**src/rtl/nibble_serial_adder_ctrl.sv**
```systemverilog
// Serial W-bit add/subtract through one shared 4-bit adder slice, least-significant nibble first.
// Result valid NIBBLES cycles after accept; result and flags held in DONE until out_ready.
module nibble_serial_adder_ctrl #(
   parameter int NIBBLES = 4
) (
   input  logic                 clk,
   input  logic                 rst_n,
   input  logic                 in_valid,
   output logic                 in_ready,
   input  logic [4*NIBBLES-1:0] op_a,
   input  logic [4*NIBBLES-1:0] op_b,
   input  logic                 op_sub,
   input  logic                 op_cin,
   output logic [3:0]           add_a,
   output logic [3:0]           add_b,
   output logic                 add_cin,
   input  logic [3:0]           add_s,
   input  logic                 add_cout,
   output logic                 out_valid,
   input  logic                 out_ready,
   output logic [4*NIBBLES-1:0] result,
   output logic                 flag_c,
   output logic                 flag_z,
   output logic                 flag_n,
   output logic                 flag_v
);

   localparam int W  = 4*NIBBLES;
   localparam int KW = $clog2(NIBBLES);

   typedef enum logic [1:0] {IDLE, RUN, DONE} state_t;

   state_t          state;
   logic [KW-1:0]   k;
   logic [KW+1:0]   base;
   logic            carry;
   logic            sub_q;
   logic [W-1:0]    a_q;
   logic [W-1:0]    b_q;
   logic [W-1:0]    res_nxt;
   logic            last;

   assign in_ready  = (state == IDLE);
   assign out_valid = (state == DONE);
   assign base      = {k, 2'b00};
   assign last      = (k == KW'(NIBBLES-1));

   // res_nxt is the result register with the current nibble merged in, so the
   // zero flag can be registered on the final nibble edge.
   always_comb begin
      add_a   = 4'h0;
      add_b   = 4'h0;
      add_cin = 1'b0;
      res_nxt = result;
      if (state == RUN) begin
         add_a   = a_q[base +: 4];
         add_b   = sub_q ? ~b_q[base +: 4] : b_q[base +: 4];
         add_cin = carry;
         res_nxt[base +: 4] = add_s;
      end
   end

   always_ff @(posedge clk) begin
      if (!rst_n) begin
         state  <= IDLE;
         k      <= '0;
         carry  <= 1'b0;
         sub_q  <= 1'b0;
         a_q    <= '0;
         b_q    <= '0;
         result <= '0;
         flag_c <= 1'b0;
         flag_z <= 1'b0;
         flag_n <= 1'b0;
         flag_v <= 1'b0;
      end else begin
         case (state)
            IDLE: begin
               if (in_valid) begin
                  a_q   <= op_a;
                  b_q   <= op_b;
                  sub_q <= op_sub;
                  carry <= op_sub | op_cin;
                  k     <= '0;
                  state <= RUN;
               end
            end
            RUN: begin
               result <= res_nxt;
               carry  <= add_cout;
               k      <= k + 1'b1;
               if (last) begin
                  flag_c <= add_cout;
                  flag_v <= (add_a[3] == add_b[3]) && (add_s[3] != add_a[3]);
                  flag_n <= add_s[3];
                  flag_z <= (res_nxt == '0);
                  state  <= DONE;
               end
            end
            DONE: begin
               if (out_ready) state <= IDLE;
            end
            default: state <= IDLE;
         endcase
      end
   end

endmodule

```
**config.mk**
```make
export PLATFORM = sky130hd
export DESIGN_NAME = nibble_serial_adder_ctrl
export DESIGN_NICKNAME = d
export VERILOG_FILES = /design/src/rtl/nibble_serial_adder_ctrl.sv
export SDC_FILE = /design/constraint.sdc
export NUM_CORES = 1
export LEC_CHECK = 0
export BUFFER_PORTS_ARGS = -buffer_cell sky130_fd_sc_hd__buf_2
export CAP_MARGIN = 20
export CORE_MARGIN = 4
export CORE_UTILIZATION = 55
export CTS_BUF_LIST = sky130_fd_sc_hd__clkbuf_8 sky130_fd_sc_hd__clkbuf_16
export DETAILED_ROUTE_END_ITERATION = 12
export PLACE_DENSITY_LB_ADDON = 0.12
export REMOVE_ABC_BUFFERS = 1
export SLEW_MARGIN = 30
export SYNTH_ARGS = -nofsm -noshare
export SYNTH_HDL_FRONTEND = slang
export SYNTH_SLANG_ARGS = --single-unit
```
**constraint.sdc**
```tcl
create_clock -name clk -period 5.6 [get_ports clk]
set_input_delay 1.12 -clock clk [delete_from_list [all_inputs] [get_ports clk]]
set_output_delay 1.12 -clock clk [all_outputs]
set_load 0.01 [all_outputs]
```
---- Word-level counts from Yosys, hierarchy flattened ----
Cells that the tools add are included.
operators by class
  multiply operators ...................... 0
  shift operators ......................... 4
  divide/modulo/power cells ............... 0
  add/subtract/negate cells ............... 2
  equal/unequal tests ..................... 8
  bitwise operators ....................... 2
  mux-type cells .......................... 14
  $lt $le $gt $ge ......................... 0
  reductions and logical operators ........ 8
operators by type and width
  cell                    count
  $shiftx 16x5->4         2
  $bwmux 16               1
  $logic_not 16->1        1
  $mux 16                 1
  $shift 4x6->16 const A  1
  $shiftx 4x6->16         1
  $mux 4                  3
  $mux 2                  4
  $neg 4->6               1
  $pmux 2 s3              1
  $reduce_and 2->1        3
  $eq 2x2->1 const B      2
  $ne 2x2->1 const B      2
  $not 4->4               1
  $pmux 2 s2              1
  $reduce_and 3->1        1
  $add 2x1->2 const B     1
  $eq 2x1->1 const B      1
  $logic_not 2->1         1
  $mux 1                  2
  $ne 2x1->1 const B      1
  $pmux 1 s2              1
  $reduce_bool 2->1       1
  $eq 1x1->1              1
  3 further kinds         3
storage, ports and cells
  ROM bits ................................ 0
  memory bits (writable) .................. 0
  memories kept ........................... 0
  register bits ........................... 58
  latch bits .............................. 0
  output and inout bits ................... 31

---- Logic depth before layout (Yosys ltp) ----
  depth in word-level cells ............... 6
  gate-level depth with buffers ........... 8
  gate-level depth less buffers ........... 6

---- Least setup slack after synthesis ----
OpenSTA, ideal clock, no wires.
  kind .................................... reg-to-output
  start ................................... reg k[1]
  end ..................................... out add_b[0]
  data arrival time ....................... 1.395 ns
  data required time ...................... 4.480 ns
  stages on the path, launching flop included .. 5
  slack ................................... 3.085 ns
  path buffers ............................ 1
  cells stage by stage .................... dfxtp_1 -> buf_2 -> mux4_2 -> xnor2_1 -> nor2_1
on the way
  longest elaborated chain between the ends .. 4
ends and longest elaborated chain
  element                   line  text
  start: declaration        34    logic [KW-1:0] k;
  start signal: assignment  91    k <= k + 1'b1;
  $shiftx 16x5->4 *         57    add_b = sub_q ? ~b_q[base +: 4] : b_q[base +: 4];
  $not 4->4                 57
  $mux 4 *                  57
  $mux 4 *                  55    if (state == RUN) begin
  end: declaration          15    output logic [3:0] add_b,
Mark *: on every way between the ends. The rest lies on a longest branch, timed or not.

---- Final worst setup path ----
  start ................................... reg k[0]
  end ..................................... out add_b[3]
The elaborated chain is that of the path after synthesis.

==> results.py <==
metrics = {
    "power_and_ir_drop": {
        "ir_drop_mv": 0.320,
        "p_leak_nw": 1.34,
        "p_per_area_mw_per_mm2": 285,
        "total_power_mw": 0.901,
    },
    "timing": {
        "fmax_mhz": 295,
        "fin_skew_ns": 0.00419,
        "period_share": 0.604,
        "rsz0062_at_grt": "no",
        "setup_violations": 0,
        "report.final.slew_viol_count": 0,
        "finalCriticalPeriod_ns": 3.38,
        "setup_tns_ns": 0,
        "relSlewSlack": 0.411,
        "timing.final.ws_setup_ns": 2.22,
        "hold_violations": 0,
        "tightest_slew_ns": 0.882,
    },
    "setup_path": {
        "critical_path_cell_count": 4,
        "startpoint_type": "flop",
        "crit_arrival_ns": 2.26,
        "reg2reg_slack_ns": 2.93,
        "startpoint": "k[0]",
        "r2r_cells": 6,
        "worstReg2RegStart": "k[0]",
        "slowest_stage": "dfxtp_1",
        "end_kind": "primary output",
        "crit_chain": "mux4_2, xnor2_1, nor2_1, buf_2",
        "r2r-end": "flag_z",
        "crit_path_max_incr_delay_ns": 0.84,
        "critPathCapture": "add_b[3]",
        "crit_buf_inv": 1,
        "cp.required_ns": 4.48,
        "crit_fanout": 17,
        "path_class": "reg2out",
        "cp_top_family": "flip-flops",
    },
    "synthesis": {
        "avgSynthCellArea_um2": 8.55,
        "ys_seq_elements": 58,
        "yosys_warnings": 0,
        "ys_types": 39,
        "ys_seq_area_frac": 0.443,
        "synthCells": 307,
        "synth.cell_area_mm2": 0.00262,
    },
    "clock_tree": {
        "h-tree-depth": 3,
        "clkSinkCount": 58,
        "clk_pin_slew_ns": 0.06,
        "hold_buffers": 0,
        "clk_latency_ns": 0.33,
        "cts_tree": "yes",
        "clock-root-buffer": "clkbuf_8",
        "cts_inserted_buffers": 9,
        "ctsResizeCount": 0,
        "cts_setup_buffers": 0,
        "cts_buffer_depth": 2,
    },
    "placement": {
        "gp_congestion": 0.830,
        "io_buffers": 73,
        "dp_hpwl_um": 4190,
        "post-place-ws_ns": 2.55,
    },
    "route": {
        "wl_um": 6090,
        "drtPass1Iterations": 5,
        "ant_nets": 0,
        "wl_per_cell_um": 14.2,
        "remaining_drc_errors": 0,
        "drt_iter0_drc": 144,
        "viasPerCell": 5.46,
        "vias": 2344,
    },
    "final_layout": {
        "areaGrowthSynthToFinish_pct": 20.4,
        "final_net_count": 421,
        "layout_common_cells": "nand2_1 (80), buf_2 (73), dfxtp_1 (58), a21oi_1 (44), nor2_1 (18)",
        "multiInputGateArea_mm2": 0.00137,
        "antenna_cells": 0,
        "layout-drive-gt1-share": 0.284,
        "fill_cells": 379,
        "final_common_cell": "nand2_1",
        "layout.area.seq_mm2": 0.00116,
    },
    "die": {
        "ios": 74,
        "initial_core_util": 0.586,
        "dieHeight_um": 77.1,
        "die_area_mm2": 0.00594,
        "row_count": 24,
        "die_x_um": 77.1,
        "core-area_mm2": 0.00447,
    },
    "global_route": {
        "grt_pass1_vias": 2187,
        "grt_antenna_before_repair": 0,
        "grt_usage": 0.215,
        "grt_pass1_wl_um": 10300,
        "grt_max_degree": 55,
        "grt.overflow.total": 0,
    },
    "run_status": {
        "status": "finished, final reports clean",
    },
    "run": {
        "cap_viol_max_count": 0,
    },
    "min_path": {
        "hold_path.class": "reg2reg",
    },
}
==> cells by family after synthesis <==
family / synth area share
AND/OR/NAND/NOR: 0.249
AO/OA/AOI/OAI: 0.153
flip-flops: 0.443
buffers and inverters: 0.0372
multiplexers: 0.0768
adder cells (fa/ha/maj): 0.0286
XOR/XNOR: 0.0134
==> synth_stat cells (all sizes together) <==
master	n	area, µm²
nand2	81	304
dfxtp	58	1160
a21oi	44	220
nor2	18	67.6
clkbuf	14	52.6
a22oi	11	82.6
nand3	9	45.0
and2	8	50.1
mux4	8	180
ha	6	75.1
buf	5	30.0
inv	4	15.0
nand3b	4	42.5
nor2b	4	25.0
o21ai	4	20.0
xnor2	4	35.0
o31ai	3	27.5
and2b	2	17.5
nand2b	2	12.5
nor4b	2	17.5
o2111ai	2	17.5
a31oi	1	6.26
and3b	1	10.0
and4	1	8.76
and4b	1	10.0
mux2	1	11.3
mux2i	1	10.0
nand4	1	6.26
nor3b	1	7.51
o21a	1	7.51
o31a	1	10.0
o41ai	1	8.76
or2	1	6.26
or2b	1	8.76
or4b	1	13.8
==> where the power goes <==
group	switching [mW]	total (mW)	internal (mW)
logic	0.0603	0.108	0.0479
clock network	0.154	0.346	0.192
registers	0.0156	0.447	0.431
total	0.230	0.901	0.671
==> per-stage QoR <==
stage	hold slack, ns	instances	instance area (µm²)	utilization
floorplan	0.433	288	2540	-
CTS	0.453	429	3160	0.706
finish	0.449	429	3160	0.706
global placement	0.440	413	2970	0.664
global route	0.468	429	3160	0.706
detailed placement	0.445	413	2980	0.665
==> flip-flops by register name (all words and copies together) (netlist names) <==
| signal | count |
|---|---|
| flag_z | 1 |
| result | 16 |
| carry | 1 |
| sub_q | 1 |
| b_q | 16 |
| state | 2 |
| a_q | 16 |
| k | 2 |
| flag_n | 1 |
| flag_v | 1 |
| flag_c | 1 |
==> cell type report <==
class,count,share of cell area
multi-input combinational,226,0.433
clock buffer,12,0.0523
inverter,4,0.00475
sequential,58,0.368
tap,52,0.0206
clock inverter,4,0.00555
timing repair buffer,73,0.116
==> worst min path at each step <==
stage | from | endpoint | slack (ns) | cells past startpoint
finish | a_q[11] | a_q[11] | 0.45 | 2
global route | b_q[6] | b_q[6] | 0.47 | 2
CTS | a_q[11] | a_q[11] | 0.45 | 2
detailed placement | a_q[11] | a_q[11] | 0.45 | 2
global placement | flag_c | flag_c | 0.44 | 2
floorplan | a_q[10] | a_q[10] | 0.43 | 2
==> per-layer routing <==
layer / routed length (µm) / share of wire / vias up / track usage
met5: 0 / 0 / - / 0
li1: - / - / 1187 / -
met3: 352 / 0.058 / 8 / 0.0808
met1: 2940 / 0.48 / 1086 / 0.297
met2: 2760 / 0.45 / 63 / 0.318
met4: 41 / 0.0067 / 0 / 0.0534
==> worst reg2reg max path: cells and delay by family (launching register included) <==
kind                     cells  cell delay, ns
AND/OR/NAND/NOR              3            0.85
flip-flops                   1            0.84
adder cells (fa/ha/maj)      1            0.47
buffers and inverters        1            0.23
AO/OA/AOI/OAI                1            0.20
(Power assumes the default switching activity.)
